$ cat src/rtl/tilt_step_gen.sv
// tilt_step_gen
//   Turns raw signed accelerometer X/Y samples into one-cycle direction step
//   pulses. It averages blocks of 2**AVG_SHIFT samples. A deadzone with
//   hysteresis holds a level board still. The tilt magnitude picks one of three
//   step rates.
//
// Ports
//   clk                        system clock
//   reset                      synchronous, active-high reset
//   accel_x / accel_y          signed tilt samples, DATA_WIDTH bits
//   accel_valid                both samples valid this cycle
//   x_increment / x_decriment  one-cycle step pulses, X axis
//   y_increment / y_decriment  one-cycle step pulses, Y axis
//   speed_x / speed_y          level: 0 idle, 1 slow, 2 medium, 3 fast
//
// Step FSM, one per axis
//   state  | meaning
//   S_IDLE | level 0, no pulses, counter held at 0
//   S_RUN  | level 1..3, counter counts up to the period top of the level
module tilt_step_gen #(
   parameter int CLK_FREQUENCY_HZ       = 100000000,
   parameter int DATA_WIDTH             = 12,
   parameter int AVG_SHIFT              = 2,
   parameter int DEADZONE               = 64,
   parameter int HYST                   = 16,
   parameter int MED_THRESH             = 256,
   parameter int FAST_THRESH            = 512,
   parameter int SLOW_HZ                = 2,
   parameter int MED_HZ                 = 5,
   parameter int FAST_HZ                = 10,
   parameter int SIMULATE               = 0,
   parameter int SIMULATE_FREQUENCY_CNT = 5
) (
   input  logic                         clk,
   input  logic                         reset,
   input  logic signed [DATA_WIDTH-1:0] accel_x,
   input  logic signed [DATA_WIDTH-1:0] accel_y,
   input  logic                         accel_valid,
   output logic                         x_increment,
   output logic                         x_decriment,
   output logic                         y_increment,
   output logic                         y_decriment,
   output logic [1:0]                   speed_x,
   output logic [1:0]                   speed_y
);

   localparam int ACC_W  = DATA_WIDTH + AVG_SHIFT;
   localparam int SC_W   = (AVG_SHIFT > 0) ? AVG_SHIFT : 1;
   localparam int N_AVG  = 1 << AVG_SHIFT;
   localparam int T_SLOW = (SIMULATE != 0) ? 4*SIMULATE_FREQUENCY_CNT - 1 : CLK_FREQUENCY_HZ/SLOW_HZ - 1;
   localparam int T_MED  = (SIMULATE != 0) ? 2*SIMULATE_FREQUENCY_CNT - 1 : CLK_FREQUENCY_HZ/MED_HZ - 1;
   localparam int T_FAST = (SIMULATE != 0) ? SIMULATE_FREQUENCY_CNT - 1   : CLK_FREQUENCY_HZ/FAST_HZ - 1;
   // The counter never passes the slowest period top.
   localparam int CNT_W  = $clog2(T_SLOW + 1);

   localparam logic [CNT_W-1:0] T_SLOW_C = CNT_W'(T_SLOW);
   localparam logic [CNT_W-1:0] T_MED_C  = CNT_W'(T_MED);
   localparam logic [CNT_W-1:0] T_FAST_C = CNT_W'(T_FAST);
   localparam logic [SC_W-1:0]  LAST_SMP = SC_W'(N_AVG - 1);

   localparam logic [DATA_WIDTH-1:0] DZ_ON   = DATA_WIDTH'(DEADZONE);
   localparam logic [DATA_WIDTH-1:0] DZ_OFF  = DATA_WIDTH'(DEADZONE - HYST);
   localparam logic [DATA_WIDTH-1:0] MED_C   = DATA_WIDTH'(MED_THRESH);
   localparam logic [DATA_WIDTH-1:0] FAST_C  = DATA_WIDTH'(FAST_THRESH);
   localparam logic [DATA_WIDTH-1:0] MOST_NEG = {1'b1, {(DATA_WIDTH-1){1'b0}}};
   localparam logic [DATA_WIDTH-1:0] MAG_MAX  = {1'b0, {(DATA_WIDTH-1){1'b1}}};

   typedef enum logic {S_IDLE, S_RUN} state_e;

   logic signed [DATA_WIDTH-1:0] smp      [2];
   logic signed [ACC_W-1:0]      sum_q    [2];
   logic signed [ACC_W-1:0]      sum_d    [2];
   logic signed [DATA_WIDTH-1:0] avg_q    [2];
   logic signed [DATA_WIDTH-1:0] avg_d    [2];
   logic [SC_W-1:0]              smp_cnt_q;
   logic [DATA_WIDTH-1:0]        mag      [2];
   logic [1:0]                   lvl_d    [2];
   logic                         neg_d    [2];
   state_e                       state_q  [2];
   logic [CNT_W-1:0]             cnt_q    [2];
   logic                         neg_q    [2];
   logic                         inc_q    [2];
   logic                         dec_q    [2];
   logic [1:0]                   speed_q  [2];

   assign smp[0] = accel_x;
   assign smp[1] = accel_y;

   function automatic logic [CNT_W-1:0] period_top(input logic [1:0] lvl);
      case (lvl)
         2'd1:    return T_SLOW_C;
         2'd2:    return T_MED_C;
         default: return T_FAST_C;
      endcase
   endfunction

   always_comb begin
      for (int a = 0; a < 2; a++) begin
         sum_d[a] = sum_q[a] + ACC_W'(smp[a]);
         avg_d[a] = DATA_WIDTH'(sum_d[a] >>> AVG_SHIFT);

         // The most negative value has no positive twin, so it saturates.
         if (avg_q[a] == MOST_NEG)
            mag[a] = MAG_MAX;
         else if (avg_q[a][DATA_WIDTH-1])
            mag[a] = $unsigned(-avg_q[a]);
         else
            mag[a] = $unsigned(avg_q[a]);

         neg_d[a] = avg_q[a][DATA_WIDTH-1];

         // A moving axis keeps going down to DEADZONE-HYST. An idle axis needs the full DEADZONE.
         lvl_d[a] = 2'd0;
         if ((state_q[a] == S_IDLE) ? (mag[a] >= DZ_ON) : (mag[a] >= DZ_OFF)) begin
            if (mag[a] < MED_C)
               lvl_d[a] = 2'd1;
            else if (mag[a] < FAST_C)
               lvl_d[a] = 2'd2;
            else
               lvl_d[a] = 2'd3;
         end
      end
   end

   always_ff @(posedge clk) begin
      if (reset) begin
         smp_cnt_q <= '0;
         for (int a = 0; a < 2; a++) begin
            sum_q[a]   <= '0;
            avg_q[a]   <= '0;
            state_q[a] <= S_IDLE;
            cnt_q[a]   <= '0;
            neg_q[a]   <= 1'b0;
            inc_q[a]   <= 1'b0;
            dec_q[a]   <= 1'b0;
            speed_q[a] <= 2'd0;
         end
      end else begin
         if (accel_valid) begin
            if (smp_cnt_q == LAST_SMP) begin
               smp_cnt_q <= '0;
               for (int a = 0; a < 2; a++) begin
                  sum_q[a] <= '0;
                  avg_q[a] <= avg_d[a];
               end
            end else begin
               smp_cnt_q <= smp_cnt_q + 1'b1;
               for (int a = 0; a < 2; a++) sum_q[a] <= sum_d[a];
            end
         end

         for (int a = 0; a < 2; a++) begin
            inc_q[a]   <= 1'b0;
            dec_q[a]   <= 1'b0;
            speed_q[a] <= lvl_d[a];
            case (state_q[a])
               S_IDLE: begin
                  cnt_q[a] <= '0;
                  if (lvl_d[a] != 2'd0) begin
                     state_q[a] <= S_RUN;
                     neg_q[a]   <= neg_d[a];
                     inc_q[a]   <= ~neg_d[a];
                     dec_q[a]   <= neg_d[a];
                  end
               end
               S_RUN: begin
                  if (lvl_d[a] == 2'd0) begin
                     state_q[a] <= S_IDLE;
                     cnt_q[a]   <= '0;
                  end else if ((neg_d[a] != neg_q[a]) || (cnt_q[a] >= period_top(lvl_d[a]))) begin
                     // A reversal restarts the period with a pulse in the new direction.
                     cnt_q[a] <= '0;
                     neg_q[a] <= neg_d[a];
                     inc_q[a] <= ~neg_d[a];
                     dec_q[a] <= neg_d[a];
                  end else begin
                     cnt_q[a] <= cnt_q[a] + 1'b1;
                  end
               end
               default: state_q[a] <= S_IDLE;
            endcase
         end
      end
   end

   assign x_increment = inc_q[0];
   assign x_decriment = dec_q[0];
   assign y_increment = inc_q[1];
   assign y_decriment = dec_q[1];
   assign speed_x     = speed_q[0];
   assign speed_y     = speed_q[1];

endmodule

$ cat config.mk
export PLATFORM = sky130hd
export DESIGN_NAME = tilt_step_gen
export DESIGN_NICKNAME = d
export VERILOG_FILES = /design/src/rtl/tilt_step_gen.sv
export SDC_FILE = /design/constraint.sdc
export NUM_CORES = 1
export LEC_CHECK = 0
export CAP_MARGIN = 40
export CORE_MARGIN = 2
export CORE_UTILIZATION = 50
export DETAILED_ROUTE_END_ITERATION = 8
export HOLD_SLACK_MARGIN = 0.1
export PLACE_DENSITY = 0.68
export SLEW_MARGIN = 20
export SYNTH_ARGS = -nofsm -noshare
export SYNTH_HDL_FRONTEND = slang
export SYNTH_SLANG_ARGS = --single-unit
$ cat constraint.sdc
create_clock -name clk -period 7.4 [get_ports clk]
set_clock_uncertainty 0.05 [all_clocks]
set_input_delay 1.11 -clock clk [delete_from_list [all_inputs] [get_ports clk]]
set_output_delay 1.11 -clock clk [all_outputs]
set_load 0.02 [all_outputs]
==> results of run 1 <==
registers in the layout, summed over array words and instances (netlist names):
signal     count
speed_q        4
avg_q         24
dec_q          2
sum_q         28
inc_q          2
neg_q          2
state_q        2
smp_cnt_q      2
cnt_q         52
metrics by stage:
step	cell area [um2]	setup WS, ps
finish	8940	2460
floorplan	7790	3310
global placement	8300	2400
CTS	8900	2400
detailed placement	8310	2430
global route	8940	1920
metal layers:
metal / vias up / GRT usage
met5: - / 0
met4: 0 / 0.0802
met3: 25 / 0.0431
met2: 101 / 0.333
met1: 2694 / 0.251
li1: 2824 / -
worst paths after layout:
path	startpoint	endpoint	depth (start not counted)
setup / recovery	avg_q[0][13]$_SDFFCE_PN0P_	cnt_q[1][12]$_SDFFCE_PN0P_	17
hold / removal	smp_cnt_q[1]$_SDFFE_PP0P_	smp_cnt_q[1]$_SDFFE_PP0P_	2
setup reg to reg	avg_q[0][13]$_SDFFCE_PN0P_	cnt_q[1][12]$_SDFFCE_PN0P_	17
hold reg to reg	smp_cnt_q[1]$_SDFFE_PP0P_	smp_cnt_q[1]$_SDFFE_PP0P_	2
power by group through the flow:
stage          logic [mW]  registers [mW]  clock network (mW)
6_report            0.328           0.817               0.841
5_1_grt             0.369           0.822               0.882
4_1_cts             0.324           0.816               0.856
3_5_place_dp        0.321           0.829                   0
3_3_place_gp        0.309           0.827                   0
2_1_floorplan       0.241           0.822                   0
logic make-up after synthesis:
| group | share of synthesized area |
|---|---|
| AOI/OAI and AO/OA | 0.117 |
| adders and majority gates | 0.119 |
| and+or+nand+nor | 0.190 |
| xor gates and xnor gates | 0.0843 |
| buffers and inverters | 0.0256 |
| other | 0.000494 |
| muxes | 0.00561 |
| DFF | 0.458 |
layout by cell type, fill, tap and decap left out, types with 26 or more instances in the layout:
| cell type | Yosys | layout |
|---|---|---|
| a21oi_1 | 26 | 26 |
| nor2_1 | 133 | 133 |
| clkdlybuf4s50_1 | 0 | 34 |
| nand3_1 | 27 | 27 |
| xor2_1 | 42 | 42 |
| ha_1 | 69 | 69 |
| nand2_1 | 31 | 31 |
| edfxtp_1 | 111 | 111 |
| xnor2_1 | 31 | 31 |
| conb_1 | 1 | 56 |
| inv_1 | 32 | 32 |
worst max-delay path, stage by stage (launching register included):
cell and delay [ps]:
edfxtp_1 380, inv_1 70, ha_1 180, or4b_1 500
nor2_1 130, mux2_2 170, a31oi_1 80, o31ai_1 530
ha_1 380, inv_1 140, ha_1 320, a21o_1 180
a2111oi_0 420, o211ai_1 150, a21oi_1 360, nand2_1 370
buf_8 270, nor2_1 110
layout make-up:
type,instances,area share
inverter,32,0.0134
timing repair buffer,38,0.0439
tap,188,0.0263
multi-input combinational,622,0.461
clock inverter,13,0.0180
sequential,118,0.388
clock buffer,19,0.0484
==> flow_summary_export.csv, run 1 <==
group,metric,value,unit
outcome,status,"finished, final reports clean",
place,dp_cells,995,
place,place.gp.congestion,0.859,
synthesis,synth_ff_type,"edfxtp_1",
cells_and_area,seqCellArea,3470,um2
synthesis,syn-cell-area,7590,um2
synthesis,yosys-top-cells-area,"edfxtp_1 44%, ha_1 11%, nor2_1 6.6%, xor2_1 4.8%, xnor2_1 3.6%",
floorplanning,core_area,15000,um2
cells_and_area,diodes,0,
timing,period_needed,4940,ps
power,peakVddDrop,158,uV
power,p_sw,505,uW
synthesis,ys_warn_count,0,
synthesis,yosysMostFrequentCell,"nor2_1",
clock_tree,clk_pin_slew,60,ps
cells_and_area,fillerInstances,1277,
floorplanning,fp.dieArea,16200,um2
clock_tree,cts_inserted_buffers,17,
drt,highest_layer,"met4",
flow_run,maxCapViolCount,0,
timing,setup-tns-final,0,ps
critical_path,path_class,"reg2reg",
synthesis,yosysSeqAreaShare,0.458,
synthesis,synth.top_cell.area_share,0.439,
critical_path,cp-end-kind,"flop",
cells_and_area,syn_to_final_growth,17.9,%
synthesis,synth.avg_cell_area,10.4,um2
cells_and_area,multiInputGateArea,4130,um2
clock_tree,post_cts_buffers,0,
synthesis,yosys-top-cells-count,"133 x nor2_1, 111 x edfxtp_1, 69 x ha_1, 42 x xor2_1, 32 x inv_1",
global_routing,grt_pass1_wl,25.9,mm
clock_tree,cts_hold_buf,0,
clock_tree,cts.sinks,118,
floorplanning,start_util,0.505,
cells_and_area,finalNetCount,927,
timing,report.final.slew_viol_count,0,
synthesis,synth_seq_cells,118,
global_routing,grt_max_degree,29,
worst_hold_path,hp-class,"reg2reg",
critical_path,critPathLaunchType,"flop",
global_routing,grt_usage,0.199,
timing,rsz0062_at_grt,"no",
global_routing,grt_antenna_before_repair,0,
power,power,1.99,mW
power,p_leak,3.60,nW
synthesis,syn_inst,732,
place,dp_hpwl,11.2,mm
critical_path,reg2reg_slack,2460,ps
timing,hold_viol,0,
power,power_density,222,nW/um2
floorplanning,rows,45,
timing,tightest_slew,766,ps
drt,vias,5644,
drt,post_drt_wl_per_cell,14.7,um
clock_tree,clock_latency,420,ps
power,seqPwrFrac,0.411,
timing,max_slew_margin,0.486,
drt,drc,0,
place,port_buffers,34,
drt,first_iter_violations,341,
timing,fmax,0.203,GHz
drt,wl_met1,7.03,mm
floorplanning,die_w,127,um
drt,via_per_inst,5.48,
drt,wirelength,15.1,mm
clock_tree,cts_tree,"built",
synthesis,synthArstFlopShare,0,
drt,dr_wl_met3,518,um
critical_path,critPathMaxFanout,15,
clock_tree,cts_resized,0,
power,p_int,1.48,mW
synthesis,synth_cell_type_count,70,
synthesis,synth-edff-count,111,
synthesis,synth_top_cell_by_area,"edfxtp_1",
timing,finalCritPeriodShare,0.667,
global_routing,grt_pass1_vias,5647,
drt,wl_met2,7.25,mm
power,clkPwrFrac,0.424,
critical_path,required,7630,ps
floorplanning,fp.dieH,127,um
cells_and_area,fin_util,0.595,
timing,setup_violations,0,
floorplanning,ios,35,
clock_tree,cts_max_level,4,
drt,drtAntennaViolNets,0,
clock_tree,root_buffer,"clkbuf_16",
clock_tree,cts_max_path_buffers,2,
power,combPwrFrac,0.165,
power,p_sw_frac,0.254,
drt,first_pass_iters,5,
cells_and_area,final-instance-count-excl-fill,1030,
cells_and_area,drive_gt1_frac,0.0523,
timing,holdWs,462,ps
critical_path,worstPathArrival,5160,ps
global_routing,grt-ovfl-total,0,
Power figures use the tool's default switching activity.
==> run 2, diff against run 1 <==
--- a/config.mk
+++ b/config.mk
@@ -10,7 +10,7 @@
 export CORE_UTILIZATION = 50
 export DETAILED_ROUTE_END_ITERATION = 8
 export HOLD_SLACK_MARGIN = 0.1
-export PLACE_DENSITY = 0.68
+export PLACE_DENSITY = 0.71
 export SLEW_MARGIN = 20
 export SYNTH_ARGS = -nofsm -noshare
 export SYNTH_HDL_FRONTEND = slang
==> constraint.sdc (replaced) <==
create_clock -name clk -period 4.5 [get_ports clk]
set_clock_uncertainty 0.05 [all_clocks]
set_input_delay 0.675 -clock clk [delete_from_list [all_inputs] [get_ports clk]]
set_output_delay 0.675 -clock clk [all_outputs]
set_load 0.02 [all_outputs]
==> run 2 against run 1 <==
Net effect:
- die area unchanged
- sequential power increased by 64%
- via count increased by 3.7%
- cell count increased by 0.58%
- combinational power increased by 74%
- hold slack got worse by 12 ps
- sequential share of layout area decreased by 0.47 points
- flip-flop and latch count unchanged
- maximum frequency increased by 13%
- global-route usage increased by 1.0 points
==> flow_summary_export.csv, run 2 (synthesis results as in run 1) <==
group,metric,value,unit
clock_tree,clock_latency,420,ps
worst_hold_path,hp-class,"reg2reg",
timing,report.final.slew_viol_count,0,
timing,tightest_slew,737,ps
critical_path,required,4730,ps
clock_tree,cts.sinks,118,
clock_tree,cts_max_level,4,
floorplanning,die_w,127,um
clock_tree,root_buffer,"clkbuf_16",
floorplanning,start_util,0.505,
cells_and_area,drive_gt1_frac,0.0696,
flow_run,maxCapViolCount,0,
place,dp_hpwl,11.7,mm
power,p_leak,3.63,nW
timing,period_needed,4370,ps
drt,drtAntennaViolNets,0,
timing,setup_violations,0,
cells_and_area,fin_util,0.602,
cells_and_area,final_common_cell,"nor2_1",
cells_and_area,top_register,"cnt_q",
timing,holdWs,451,ps
drt,post_drt_wl_per_cell,15.7,um
cells_and_area,reg_top3,"cnt_q (52), sum_q (28), avg_q (24)",
critical_path,path_class,"reg2reg",
global_routing,grt_usage,0.209,
power,peakVddDrop,225,uV
floorplanning,core_area,15000,um2
drt,first_pass_iters,5,
cells_and_area,finalNetCount,933,
clock_tree,cts_inserted_buffers,17,
place,place.gp.congestion,0.906,
critical_path,critPathLaunchType,"flop",
drt,wirelength,16.3,mm
timing,finalCritPeriodShare,0.971,
floorplanning,fp.dieArea,16200,um2
drt,first_iter_violations,375,
cells_and_area,largest_reg_flops,52,
cells_and_area,final-instance-count-excl-fill,1036,
cells_and_area,syn_to_final_growth,19.3,%
global_routing,grt_pass1_wl,27.0,mm
clock_tree,cts_tree,"built",
floorplanning,fp.dieH,127,um
global_routing,grt_pass1_vias,5864,
floorplanning,ios,35,
global_routing,grt-ovfl-total,0,
timing,hold_viol,0,
timing,max_slew_margin,0.507,
drt,drc,0,
clock_tree,clk_pin_slew,50,ps
power,power_density,366,nW/um2
critical_path,critPathMaxFanout,25,
outcome,status,"finished, final reports clean",
cells_and_area,diodes,0,
clock_tree,cts_max_path_buffers,2,
global_routing,grt_max_degree,29,
drt,vias,5852,
cells_and_area,layout_common_cells,"133 x nor2_1, 111 x edfxtp_1, 66 x ha_1",
drt,via_per_inst,5.65,
global_routing,grt_antenna_before_repair,0,
timing,fmax,0.229,GHz
floorplanning,rows,45,
critical_path,worstPathArrival,4600,ps
place,dp_cells,1001,
critical_path,cp-end-kind,"flop",
place,port_buffers,34,
==> run 2: cell types whose count changed in the layout (fill, tap and decap cells not counted), sizes merged <==
cell	previous run	this run
buf	4	10
clkbuf	19	20
clkinv	9	7
clkinvlp	0	1
==> run 2: report_power, final <==
part,switching [mW],internal (mW),leakage [nW]
clock,0.482,0.914,0.290
sequential,0.0568,1.29,1.23
combinational,0.324,0.248,2.12
==> run 2: final timing paths <==
| check | startpoint | to | slack (ps) | depth (start not counted) |
|---|---|---|---|---|
| worst max-delay path | avg_q[0][13]$_SDFFCE_PN0P_ | cnt_q[1][25]$_SDFFCE_PN0P_ | 130 | 17 |
| worst min-delay path | smp_cnt_q[1]$_SDFFE_PP0P_ | smp_cnt_q[1]$_SDFFE_PP0P_ | 450 | 2 |
| worst max register to register | avg_q[0][13]$_SDFFCE_PN0P_ | cnt_q[1][25]$_SDFFCE_PN0P_ | 130 | 17 |
| worst min register to register | smp_cnt_q[1]$_SDFFE_PP0P_ | smp_cnt_q[1]$_SDFFE_PP0P_ | 450 | 2 |
==> run 2: metal layers <==
metal | GRT usage | routed length (um)
met4 | 0.0995 | 500
met2 | 0.356 | 8080
met5 | 0 | 0
met1 | 0.249 | 6910
met3 | 0.0515 | 789
==> run 2: per-stage QoR <==
step | worst slack, ps | setup TNS [ps] | area (um2) | power, mW
floorplan | 414 | 0 | 7790 | 1.75
global placement | 238 | 0 | 8350 | 1.87
detailed placement | -36.7 | -280 | 8350 | 1.90
CTS | 37.7 | 0 | 8950 | 3.30
global route | -41.5 | -377 | 9050 | 3.44
finish | 129 | 0 | 9050 | 3.31
==> run 2: final cells by class <==
class / count / area (um2)
clock buffers: 20 / 437
clock inverters: 12 / 159
fillers: 1222 / 5980
inverters: 32 / 120
multi-input cells: 622 / 4200
flip-flops and latches: 118 / 3470
well taps: 188 / 235
repair buffers: 44 / 430
==> run 2: critical path, cell delays in order (launching register included) <==
cell      delay [ps]
edfxtp_1         390
inv_1             90
ha_2             200
or4b_4           490
nor2_1           130
mux2_2           350
a31oi_1          300
o31ai_4          140
ha_4             300
inv_1             70
ha_1             330
and4_1           280
a221oi_2         300
o211ai_1         130
a21oi_2          240
nand2_1          130
buf_8            190
nor2_1           130
==> run 2: repair_timing <==
action	CTS	global route
pin swaps	0	1
setup buffers	0	1
gates resized for setup	1	15
hold endpoints to repair	0	0
endpoints found under the setup margin	24	44
hold buffers	0	0
==> run 3, diff against run 2 <==
--- a/config.mk
+++ b/config.mk
@@ -11,6 +11,7 @@
 export DETAILED_ROUTE_END_ITERATION = 8
 export HOLD_SLACK_MARGIN = 0.1
 export PLACE_DENSITY = 0.71
+export SETUP_SLACK_MARGIN = 0.1
 export SLEW_MARGIN = 20
 export SYNTH_ARGS = -nofsm -noshare
 export SYNTH_HDL_FRONTEND = slang
==> run 3 against run 2 <==
Net effect:
- cell area is 0.57% higher
- worst setup slack better by 140 ps
- first-iteration DRC count grew 1.3%
- global-route usage about the same
- sequential power is essentially flat
- count of clock-buffer cells in the layout is the same
- via count rose by 0.38%
- largest power group unchanged
- maximum frequency is 3.4% higher
- sequential share of layout area fell by 0.22 points
- hold slack improved by 1.5 ps
- wire length rose by 0.41%
- largest cell class unchanged
- cell count is 0.19% higher
==> flow_summary_export.csv, run 3 (synthesis results as in run 1) <==
group,metric,value,unit
outcome,status,"finished, final reports clean",
clock_tree,cts_tree,"built",
global_routing,grt_pass1_vias,5867,
critical_path,cp-end-kind,"flop",
cells_and_area,layout_common_cells,"133 x nor2_1, 111 x edfxtp_1, 65 x ha_1",
global_routing,grt-ovfl-total,0,
cells_and_area,top_register,"cnt_q",
global_routing,grt_usage,0.209,
critical_path,path_cells,"inv_1, ha_2, or4b_4, nor4b_1, mux2_2, or2_0, and2_2, ha_4, inv_1, ha_1, and4_1, a221oi_2, o211ai_1, a21oi_2, nand2_1, buf_8, nor2_1",
clock_tree,cts_max_level,4,
critical_path,critPathSlowestCell,"or4b_4",
worst_hold_path,hp-class,"reg2reg",
clock_tree,clk_pin_slew,50,ps
floorplanning,rows,45,
place,place.gp.congestion,0.906,
drt,drc,0,
timing,rsz0062_at_grt,"no",
timing,finalCritPeriodShare,0.939,
cells_and_area,fin_util,0.605,
floorplanning,fp.dieH,127,um
place,dp_slack,-36.7,ps
drt,via_per_inst,5.66,
cells_and_area,reg_top3,"cnt_q (52), sum_q (28), avg_q (24)",
place,port_buffers,34,
timing,tightest_slew,732,ps
timing,hold_viol,0,
cells_and_area,fin_area,9100,um2
timing,report.final.slew_viol_count,0,
floorplanning,ios,35,
cells_and_area,largest_reg_flops,52,
floorplanning,core_area,15000,um2
power,power,3.31,mW
global_routing,grt_antenna_before_repair,0,
cells_and_area,diodes,0,
cells_and_area,final_common_cell,"nor2_1",
power,peakVddDrop,225,uV
timing,period_needed,4230,ps
critical_path,critPathMaxFanout,25,
cells_and_area,drive_gt1_frac,0.0753,
floorplanning,start_util,0.505,
place,dp_hpwl,11.7,mm
critical_path,crit_top_cell,"inv_1",
global_routing,grt_max_degree,29,
clock_tree,cts_inserted_buffers,17,
global_routing,grt_pass1_wl,27.1,mm
timing,setup_ws,274,ps
critical_path,critPathLaunchType,"flop",
clock_tree,cts_max_path_buffers,2,
drt,wirelength,16.3,mm
timing,fmax,0.237,GHz
timing,setup_violations,0,
critical_path,path_class,"reg2reg",
clock_tree,root_buffer,"clkbuf_16",
clock_tree,cts.sinks,118,
cells_and_area,finalNetCount,935,
critical_path,required,4730,ps
drt,drtAntennaViolNets,0,
clock_tree,clock_latency,420,ps
drt,post_drt_wl_per_cell,15.7,um
drt,vias,5874,
timing,max_slew_margin,0.511,
floorplanning,die_w,127,um
drt,first_pass_iters,7,
flow_run,maxCapViolCount,0,
place,place_area,8350,um2
critical_path,slowest_delay,490,ps
power,power_density,364,nW/um2
power,p_leak,3.65,nW
timing,holdWs,452,ps
cells_and_area,fillerInstances,1218,
cells_and_area,syn_to_final_growth,20.0,%
critical_path,worstPathArrival,4450,ps
clock_tree,cts_hold_buf,0,
floorplanning,fp.dieArea,16200,um2
drt,first_iter_violations,380,
run 3: repair_timing:
item                       CTS  global route
pin swaps                    0             2
resized for setup            3            18
buffers inserted             1             2
setup endpoints to repair   27            56
run 3: routing by layer:
layer	vias to the layer above	wire, um	global-route usage
met5	-	0	0
met4	0	508	0.0995
met3	43	873	0.0515
met2	206	8120	0.356
met1	2776	6850	0.250
li1	2849	-	-
run 3: metrics by stage:
step                instances  setup TNS, ps
floorplan                 787              0
global placement         1001              0
detailed placement       1001           -280
CTS                      1034              0
global route             1038              0
finish                   1038              0
run 3: cell type report:
class | instances | area [um2] | area share
well taps | 188 | 235 | 0.0258
repair buffers | 46 | 445 | 0.0489
inverters | 32 | 120 | 0.0132
clock buffers | 20 | 437 | 0.0480
multi-input cells | 622 | 4230 | 0.465
clock inverters | 12 | 159 | 0.0175
flip-flops and latches | 118 | 3470 | 0.382
run 3: final timing paths:
kind              depth (start not counted)                    endpoint                  startpoint  slack, ps
setup reg to reg                         17  cnt_q[1][25]$_SDFFCE_PN0P_  avg_q[0][13]$_SDFFCE_PN0P_        270
setup / recovery                         17  cnt_q[1][25]$_SDFFCE_PN0P_  avg_q[0][13]$_SDFFCE_PN0P_        270
hold reg to reg                           2   smp_cnt_q[1]$_SDFFE_PP0P_   smp_cnt_q[1]$_SDFFE_PP0P_        450
hold / removal                            2   smp_cnt_q[1]$_SDFFE_PP0P_   smp_cnt_q[1]$_SDFFE_PP0P_        450
run 3: report_power, final:
part	total, mW	switching, mW	internal, mW
logic	0.577	0.326	0.251
registers	1.34	0.0568	1.29
clock network	1.39	0.477	0.914
total	3.31	0.860	2.45
run 3: worst max-delay path, delay by kind of cell, from the launching register on:
kind                       cells  cell delay [ps]
AOI/OAI and AO/OA              3              600
adders and majority gates      3              820
and+or+nand+nor                7             1590
DFF                            1              390
muxes                          1              290
buffers and inverters          3              340
